$ cat config.mk
export PLATFORM = sky130hd
export DESIGN_NAME = ahb_block_master_flat
export DESIGN_NICKNAME = d
export VERILOG_FILES = /design/src/rtl/aes_dma_pkg.sv /design/src/rtl/ahb_block_master_if.sv /design/src/rtl/beat_counter.sv /design/src/rtl/ahb_block_master.sv /design/src/flat_wrapper.sv
export SDC_FILE = /design/constraint.sdc
export NUM_CORES = 1
export LEC_CHECK = 0
export ABC_AREA = 0
export ABC_CLOCK_PERIOD_IN_PS = 3800
export CAP_MARGIN = 20
export CELL_PAD_IN_SITES_DETAIL_PLACEMENT = 2
export CELL_PAD_IN_SITES_GLOBAL_PLACEMENT = 2
export CORE_MARGIN = 2
export CORE_UTILIZATION = 24
export CTS_CLUSTER_SIZE = 40
export DETAILED_ROUTE_END_ITERATION = 16
export GPL_TIMING_DRIVEN = 0
export PLACE_DENSITY_LB_ADDON = 0.1
export SYNTH_ARGS = -nofsm -noshare
export SYNTH_HDL_FRONTEND = slang
export SYNTH_HIERARCHICAL = 1
export SYNTH_SLANG_ARGS = --single-unit
$ cat constraint.sdc
create_clock -name clk -period 3.8 [get_ports clk]
set_input_delay 0.57 -clock clk [delete_from_list [all_inputs] [get_ports clk]]
set_output_delay 0.57 -clock clk [all_outputs]
set_load 0.02 [all_outputs]
$ cat src/rtl/aes_dma_pkg.sv
// ----------------------------------------------------------------------------
// aes_dma_pkg
// Shared types and constants for the AES block DMA initiator.
//   state_t          : FSM state encoding of ahb_block_master
//   HTRANS_*         : AHB transfer type codes used by the initiator
//   HSIZE_WORD       : 32-bit transfer size code
//   WORDS_PER_BLOCK  : 32-bit words in one 128-bit AES block
//   BYTES_PER_WORD   : byte stride between consecutive beats
// ----------------------------------------------------------------------------
package aes_dma_pkg;

    typedef enum logic [3:0] {
        ST_IDLE,
        ST_RD_ADDR,
        ST_RD_DATA,
        ST_BLK_RDY,
        ST_WAIT_AES,
        ST_WR_ADDR,
        ST_WR_DATA,
        ST_NEXT,
        ST_DONE,
        ST_ERR
    } state_t;

    localparam logic [1:0] HTRANS_IDLE   = 2'b00;
    localparam logic [1:0] HTRANS_NONSEQ = 2'b10;
    localparam logic [2:0] HSIZE_WORD    = 3'b010;
    localparam int         WORDS_PER_BLOCK = 4;
    localparam int         BYTES_PER_WORD  = 4;

endpackage

$ cat src/rtl/ahb_block_master_if.sv
// ----------------------------------------------------------------------------
// ahb_block_master_if
// AHB-Lite signal bundle between the block master and the system bus.
//   haddr/htrans/hwrite/hsize/hwdata : driven by the initiator
//   hrdata/hready/hresp              : driven by the addressed slave
// Modports: master (initiator side), slave (responder side).
// ----------------------------------------------------------------------------
interface ahb_block_master_if #(
    parameter int ADDR_W = 32,
    parameter int DATA_W = 32
);
    logic [ADDR_W-1:0] haddr;
    logic [1:0]        htrans;
    logic              hwrite;
    logic [2:0]        hsize;
    logic [DATA_W-1:0] hwdata;
    logic [DATA_W-1:0] hrdata;
    logic              hready;
    logic              hresp;

    modport master (
        output haddr, htrans, hwrite, hsize, hwdata,
        input  hrdata, hready, hresp
    );

    modport slave (
        input  haddr, htrans, hwrite, hsize, hwdata,
        output hrdata, hready, hresp
    );
endinterface

$ cat src/rtl/beat_counter.sv
// ----------------------------------------------------------------------------
// beat_counter
// Byte pointer plus 2-bit word-within-block index for one side (read or
// write) of the block master.
//   clk, n_rst   : clock, async active-low reset
//   i_load       : load i_load_addr into the pointer, clear the index
//   i_load_addr  : start byte address of the region
//   i_inc        : one beat completed; pointer += 4, index += 1
//   o_ptr        : current byte address
//   o_idx        : word index inside the current block
//   o_last       : current beat is the final word of the block
// ----------------------------------------------------------------------------
module beat_counter
    import aes_dma_pkg::*;
#(
    parameter int W = 32
) (
    input  logic         clk,
    input  logic         n_rst,
    input  logic         i_load,
    input  logic [W-1:0] i_load_addr,
    input  logic         i_inc,
    output logic [W-1:0] o_ptr,
    output logic [1:0]   o_idx,
    output logic         o_last
);

    logic [W-1:0] r_ptr;
    logic [1:0]   r_idx;

    // The 2-bit index wraps by itself after the fourth beat, so no reload is
    // needed between blocks; the pointer wraps modulo 2^W.
    always_ff @(posedge clk or negedge n_rst) begin
        if (!n_rst) begin
            r_ptr <= '0;
            r_idx <= '0;
        end else if (i_load) begin
            r_ptr <= i_load_addr;
            r_idx <= '0;
        end else if (i_inc) begin
            r_ptr <= r_ptr + W'(BYTES_PER_WORD);
            r_idx <= r_idx + 2'd1;
        end
    end

    assign o_ptr  = r_ptr;
    assign o_idx  = r_idx;
    assign o_last = (r_idx == 2'(WORDS_PER_BLOCK - 1));

endmodule

$ cat src/rtl/ahb_block_master.sv
// ----------------------------------------------------------------------------
// ahb_block_master
// AHB-Lite initiator moving 128-bit AES blocks: reads four words from the
// source region into rx_sr, waits for the AES core, writes four words from
// tx_sr to the destination region, repeated for size_data[31:4] blocks.
//   clk, n_rst          : clock, async active-low reset
//   start               : one-cycle request, sampled in IDLE only
//   src_addr, dst_addr  : word-aligned region start addresses
//   size_data           : region size in bytes (low 4 bits ignored)
//   bus                 : AHB-Lite master modport
//   rx_word/rx_shift_en : word and shift strobe towards rx_sr
//   tx_word/tx_shift_en : head word of tx_sr and advance strobe
//   block_ready         : pulse, full block shifted into rx_sr
//   last_block          : final block of the region in flight
//   aes_done            : AES result available in tx_sr
//   busy, done, error   : status (error is sticky until next start)
//
// state       | meaning
// ------------+------------------------------------------------------
// ST_IDLE     | waiting for start
// ST_RD_ADDR  | read address phase (NONSEQ) at rd pointer
// ST_RD_DATA  | read data phase, shift word into rx_sr on completion
// ST_BLK_RDY  | one-cycle block_ready pulse
// ST_WAIT_AES | waiting for aes_done
// ST_WR_ADDR  | write address phase (NONSEQ) at wr pointer
// ST_WR_DATA  | write data phase, advance tx_sr on completion
// ST_NEXT     | block finished, decrement block count
// ST_DONE     | one-cycle done pulse
// ST_ERR      | bus error seen, back to IDLE next cycle
// ----------------------------------------------------------------------------
module ahb_block_master
    import aes_dma_pkg::*;
#(
    parameter int ADDR_W = 32,
    parameter int DATA_W = 32
) (
    input  logic                 clk,
    input  logic                 n_rst,
    input  logic                 start,
    input  logic [ADDR_W-1:0]    src_addr,
    input  logic [ADDR_W-1:0]    dst_addr,
    input  logic [31:0]          size_data,
    ahb_block_master_if.master   bus,
    output logic [DATA_W-1:0]    rx_word,
    output logic                 rx_shift_en,
    input  logic [DATA_W-1:0]    tx_word,
    output logic                 tx_shift_en,
    output logic                 block_ready,
    output logic                 last_block,
    input  logic                 aes_done,
    output logic                 busy,
    output logic                 done,
    output logic                 error
);

    state_t            r_state;
    state_t            w_next;
    logic [27:0]       r_blk_cnt;
    logic              r_error;

    logic              w_start_ok;
    logic              w_rd_beat;
    logic              w_wr_beat;
    logic              w_bus_err;
    logic [ADDR_W-1:0] w_rd_ptr;
    logic [ADDR_W-1:0] w_wr_ptr;
    logic [1:0]        w_rd_idx;
    logic [1:0]        w_wr_idx;
    logic              w_rd_last;
    logic              w_wr_last;
    logic [27:0]       w_blocks;
    logic              w_unused;

    assign w_blocks   = size_data[31:4];
    assign w_unused   = ^{size_data[3:0], w_rd_idx, w_wr_idx};

    assign w_start_ok = (r_state == ST_IDLE) && start;
    assign w_rd_beat  = (r_state == ST_RD_DATA) && bus.hready && !bus.hresp;
    assign w_wr_beat  = (r_state == ST_WR_DATA) && bus.hready && !bus.hresp;
    assign w_bus_err  = ((r_state == ST_RD_DATA) || (r_state == ST_WR_DATA)) && bus.hresp;

    beat_counter #(.W(ADDR_W)) u_rd_cnt (
        .clk         (clk),
        .n_rst       (n_rst),
        .i_load      (w_start_ok),
        .i_load_addr (src_addr),
        .i_inc       (w_rd_beat),
        .o_ptr       (w_rd_ptr),
        .o_idx       (w_rd_idx),
        .o_last      (w_rd_last)
    );

    beat_counter #(.W(ADDR_W)) u_wr_cnt (
        .clk         (clk),
        .n_rst       (n_rst),
        .i_load      (w_start_ok),
        .i_load_addr (dst_addr),
        .i_inc       (w_wr_beat),
        .o_ptr       (w_wr_ptr),
        .o_idx       (w_wr_idx),
        .o_last      (w_wr_last)
    );

    always_ff @(posedge clk or negedge n_rst) begin
        if (!n_rst) begin
            r_state   <= ST_IDLE;
            r_blk_cnt <= '0;
            r_error   <= 1'b0;
        end else begin
            r_state <= w_next;
            if (w_start_ok) begin
                r_blk_cnt <= w_blocks;
                r_error   <= 1'b0;
            end else if (r_state == ST_NEXT) begin
                r_blk_cnt <= r_blk_cnt - 28'd1;
            end
            if (w_bus_err) begin
                r_error <= 1'b1;
            end
        end
    end

    always_comb begin
        w_next = r_state;
        case (r_state)
            ST_IDLE: begin
                if (start) begin
                    w_next = (w_blocks == 28'd0) ? ST_DONE : ST_RD_ADDR;
                end
            end
            ST_RD_ADDR: begin
                if (bus.hready) w_next = ST_RD_DATA;
            end
            ST_RD_DATA: begin
                // An error response wins even on its first (hready=0) cycle.
                if (bus.hresp)       w_next = ST_ERR;
                else if (bus.hready) w_next = w_rd_last ? ST_BLK_RDY : ST_RD_ADDR;
            end
            ST_BLK_RDY:  w_next = ST_WAIT_AES;
            ST_WAIT_AES: begin
                if (aes_done) w_next = ST_WR_ADDR;
            end
            ST_WR_ADDR: begin
                if (bus.hready) w_next = ST_WR_DATA;
            end
            ST_WR_DATA: begin
                if (bus.hresp)       w_next = ST_ERR;
                else if (bus.hready) w_next = w_wr_last ? ST_NEXT : ST_WR_ADDR;
            end
            ST_NEXT:  w_next = (r_blk_cnt == 28'd1) ? ST_DONE : ST_RD_ADDR;
            ST_DONE:  w_next = ST_IDLE;
            ST_ERR:   w_next = ST_IDLE;
            default:  w_next = ST_IDLE;
        endcase
    end

    // Bus outputs are decoded from the state register; haddr is zero outside
    // address phases so an async reset drops the bus to a clean IDLE.
    always_comb begin
        bus.htrans = HTRANS_IDLE;
        bus.hwrite = 1'b0;
        bus.haddr  = '0;
        bus.hwdata = '0;
        case (r_state)
            ST_RD_ADDR: begin
                bus.htrans = HTRANS_NONSEQ;
                bus.haddr  = w_rd_ptr;
            end
            ST_WR_ADDR: begin
                bus.htrans = HTRANS_NONSEQ;
                bus.hwrite = 1'b1;
                bus.haddr  = w_wr_ptr;
            end
            ST_WR_DATA: begin
                bus.hwdata = tx_word;
            end
            default: begin
            end
        endcase
    end

    assign bus.hsize   = HSIZE_WORD;

    assign rx_word     = bus.hrdata;
    assign rx_shift_en = w_rd_beat;
    assign tx_shift_en = w_wr_beat;
    assign block_ready = (r_state == ST_BLK_RDY);
    assign done        = (r_state == ST_DONE);
    assign busy        = (r_state != ST_IDLE);
    assign error       = r_error;
    assign last_block  = busy && (r_blk_cnt == 28'd1) &&
                         (r_state != ST_DONE) && (r_state != ST_ERR);

endmodule

$ cat src/flat_wrapper.sv
// flat-port wrapper written by rule: the top's interface ports become plain ports
module ahb_block_master_flat import aes_dma_pkg::*;
#(
    parameter int ADDR_W = 32,
    parameter int DATA_W = 32
)
  (clk, n_rst, start, src_addr, dst_addr, size_data, rx_word, rx_shift_en, tx_word, tx_shift_en, block_ready, last_block, aes_done, busy, done, error, bus_haddr, bus_htrans, bus_hwrite, bus_hsize, bus_hwdata, bus_hrdata, bus_hready, bus_hresp);
  ahb_block_master_if #(.ADDR_W(ADDR_W), .DATA_W(DATA_W)) bus_i ();
  input  logic clk;
  input  logic n_rst;
  input  logic start;
  input  logic [ADDR_W-1:0] src_addr;
  input  logic [ADDR_W-1:0] dst_addr;
  input  logic [31:0] size_data;
  output logic [DATA_W-1:0] rx_word;
  output logic rx_shift_en;
  input  logic [DATA_W-1:0] tx_word;
  output logic tx_shift_en;
  output logic block_ready;
  output logic last_block;
  input  logic aes_done;
  output logic busy;
  output logic done;
  output logic error;
  output wire logic [$bits(bus_i.haddr)-1:0] bus_haddr;
  output wire logic [$bits(bus_i.htrans)-1:0] bus_htrans;
  output wire logic [$bits(bus_i.hwrite)-1:0] bus_hwrite;
  output wire logic [$bits(bus_i.hsize)-1:0] bus_hsize;
  output wire logic [$bits(bus_i.hwdata)-1:0] bus_hwdata;
  input wire logic [$bits(bus_i.hrdata)-1:0] bus_hrdata;
  input wire logic [$bits(bus_i.hready)-1:0] bus_hready;
  input wire logic [$bits(bus_i.hresp)-1:0] bus_hresp;
  assign bus_haddr = bus_i.haddr;
  assign bus_htrans = bus_i.htrans;
  assign bus_hwrite = bus_i.hwrite;
  assign bus_hsize = bus_i.hsize;
  assign bus_hwdata = bus_i.hwdata;
  assign bus_i.hrdata = bus_hrdata;
  assign bus_i.hready = bus_hready;
  assign bus_i.hresp = bus_hresp;
  ahb_block_master #(.ADDR_W(ADDR_W), .DATA_W(DATA_W)) u_core (.clk(clk), .n_rst(n_rst), .start(start), .src_addr(src_addr), .dst_addr(dst_addr), .size_data(size_data), .bus(bus_i), .rx_word(rx_word), .rx_shift_en(rx_shift_en), .tx_word(tx_word), .tx_shift_en(tx_shift_en), .block_ready(block_ready), .last_block(last_block), .aes_done(aes_done), .busy(busy), .done(done), .error(error));
endmodule
==> impl_metrics.json <==
{
  "power_density_mw_per_mm2": 647.5,
  "synth_top_cell_by_area": "dfrtp_1",
  "synthToLayoutAreaGrowth_pct": 47.75,
  "max_freq_ghz": 0.2763,
  "relSlewSlack_pct": 57.96,
  "routed_wl_mm": 27.98,
  "synth_enable_flop_cells": 0,
  "final_util_pct": 35.76,
  "async_reset_ff_share_pct": 100.0,
  "fillers": 3145,
  "yosysSeqAreaShare_pct": 37.80,
  "dpl.hpwl_mm": 21.92,
  "portBuffers": 234,
  "drc_errors": 0,
  "cp-start-kind": "flop",
  "grt_pass1_vias": 7496,
  "grt-ovfl-total": 0,
  "yosysWarnings": 6,
  "fin_ws_ns": 0.1805,
  "endpoint_kind": "output port",
  "viasPerCell": 4.950,
  "synth_cell_types": 59,
  "cts_made_buffers": 9,
  "vdd_drop_max_mv": 0.2826,
  "coreArea_mm2": 0.02763,
  "synthTopCellsByCount": "dfrtp_1 (101), nand2_1 (92), nor2_1 (50), nand3_1 (45)",
  "final_nets": 1194,
  "die-area_mm2": 0.02921,
  "synth_top_area_share_pct": 37.80,
  "ys_top_cells_by_area": "dfrtp_1 (38%), nand2_1 (5.2%), buf_4 (4.3%), a22o_1 (4.2%), nand3_1 (3.4%)",
  "worstHoldPathType": "input port to asynchronous set/reset pin",
  "path_clk_slew_ns": 0.08,
  "initial_core_util_pct": 24.20,
  "worst_pin_slew_ns": 0.6305,
  "cts_root_buffer": "clkbuf_16",
  "critical_path_arrival_ns": 3.05,
  "wl_per_cell_um": 19.90,
  "synth_area_per_cell_um2": 8.650,
  "synthCells": 773,
  "crit_path_max_fanout": 10,
  "antenna_found_initial": 1,
  "synth_area_mm2": 0.006686,
  "rsz0062_at_grt": "false",
  "grt_max_degree": 57,
  "pre_cts_ws_ns": -0.3717,
  "synthFlopType": "dfrtp_1",
  "regToRegSetupSlack_ns": 0.34,
  "fin_worst_skew_ns": 0.01074,
  "ys_ff_latch": 101,
  "drt-initial-drc-count": 275,
  "worstSetupPathType": "flop to output port",
  "routabilityCongestion": 0.8105,
  "crit_required_ns": 3.23,
  "maxCapViolations": 0,
  "synth.most_common_cell": "dfrtp_1",
  "drive_above_1_share_pct": 9.153,
  "grt_pass1_wl_mm": 43.38,
  "r2r_start": "u_core/r_state[1]",
  "htree_levels": 3,
  "cts_tree": "built",
  "reg2reg_to": "u_core/u_rd_cnt/o_ptr[25]",
  "holdBufCountCts": 0,
  "p_leak_nw": 3.691,
  "clockBufferDepth": 2,
  "final_max_slew_viol_count": 0,
  "die_w_um": 170.9,
  "drt_pass1_iterations": 4,
  "cts.sinks": 101,
  "status": "completed",
  "die_y_um": 170.9,
  "period_share_pct": 95.25,
  "grt.total_usage_pct": 19.31,
  "setup_viol": 0,
  "hold_slack_ns": 0.1325,
  "finalHoldViolations": 0,
  "r2r_cells": 11,
  "num_vias": 6960,
  "clock_latency_ns": 0.36,
  "period_needed_ns": 3.620,
  "ant_nets": 0,
  "rows": 61,
  "ios": 275
}
## cell families (layout without fill, tap and decap cells)
| logic type | count (synthesis) | after routing | share of synthesized area, % |
|---|---|---|---|
| xor+xnor | 30 | 30 | 3.930 |
| buf+inv | 98 | 350 | 7.934 |
| simple gates | 349 | 349 | 28.91 |
| mux | 9 | 9 | 1.422 |
| other cells | 2 | 5 | 0.1123 |
| flops | 101 | 101 | 37.80 |
| fa+ha+maj | 6 | 6 | 1.123 |
| compound gates | 178 | 178 | 18.77 |
## worst max path at each step
stage / from / end / slack, ns
final: u_core/r_state[0] / bus_haddr[13] / 0.18
after global routing: u_core/r_state[0] / bus_haddr[13] / 0.009
after CTS: u_core/r_state[0] / bus_haddr[13] / 0.0004
after detailed placement: u_core/r_state[2] / u_core/u_wr_cnt/o_ptr[10] / -0.37
after global placement: n_rst / u_core/u_rd_cnt/o_ptr[21] / -2.29
after floorplan: u_core/r_state[0] / u_core/u_rd_cnt/o_ptr[25] / 0.37
## flip-flops by register name (all words and copies together) (netlist names)
name and cells:
u_core/u_rd_cnt/o_ptr 32, u_core/u_wr_cnt/o_ptr 32, u_core/r_blk_cnt 28, u_core/r_state 4, u_core/u_rd_cnt/o_idx 2, u_core/u_wr_cnt/o_idx 2, u_core/error 1
## cells in the final DEF (no fill, tap or decap), drive strengths merged, types with 5 or more instances in the layout
cell,netlist,final
clkdlybuf4s50,0,233
dfrtp,101,101
nand2,92,92
nor2,50,50
buf,47,50
clkbuf,35,47
nand3,45,45
o21ai,44,44
and2,34,34
a22o,32,32
or4,30,30
a31oi,24,24
nor3,22,22
o211ai,19,19
xnor2,19,19
nor4,19,19
nand4,16,16
o31ai,14,14
inv,14,13
a21oi,12,12
xor2,11,11
o311ai,9,9
or3,8,8
and3,8,8
and4,7,7
ha,6,6
mux2i,5,5
## where the power goes
group          switching, mW  internal [mW]
Clock                  0.460          0.485
Combinational           1.75           1.41
Sequential             0.728           1.57
## critical path, stage by stage (launching register included)
cell and delay [ns]:
dfrtp_1 0.34, clkbuf_1 0.37, nand2b_1 0.23, nor2_2 0.35
clkbuf_1 0.47, a22o_1 0.29, clkdlybuf4s50_1 0.63
## timing repair
| item | in CTS | in global routing |
|---|---|---|
| buffers inserted | 0 | 2 |
| endpoints found under the setup margin | 78 | 45 |
| gates resized for setup | 4 | 16 |
## metrics by stage
step                cell area (µm²)  TNS (ns)  total power [mW]  cells
floorplan                      6694         0             3.959    775
global placement               9509   -234.87             5.380   1387
detailed placement             9538    -8.065             5.451   1388
CTS                            9834         0             6.441   1403
global route                   9877         0             6.902   1405
finish                         9879         0             6.397   1406
## routing by layer
layer,vias to the layer above,track usage [%],wire length [µm]
li1,3312,-,-
met1,3478,25.21,12770
met2,153,33.94,13950
met3,17,2.799,969
met4,0,3.906,286
met5,-,0,0
## area by class of cell
class | instances | area, µm² | share of cell area [%]
clock buffers | 12 | 256.5 | 2.596
clock inverters | 4 | 32.53 | 0.3293
flip-flops and latches | 101 | 2527 | 25.58
diodes | 1 | 2.502 | 0.02533
plain buffers | 81 | 476.7 | 4.825
multi-input cells | 576 | 3661 | 37.06
well taps | 378 | 473.0 | 4.787
inverters | 16 | 63.81 | 0.6459
repair buffers | 237 | 2386 | 24.15
Power figures use the tool's default switching activity.
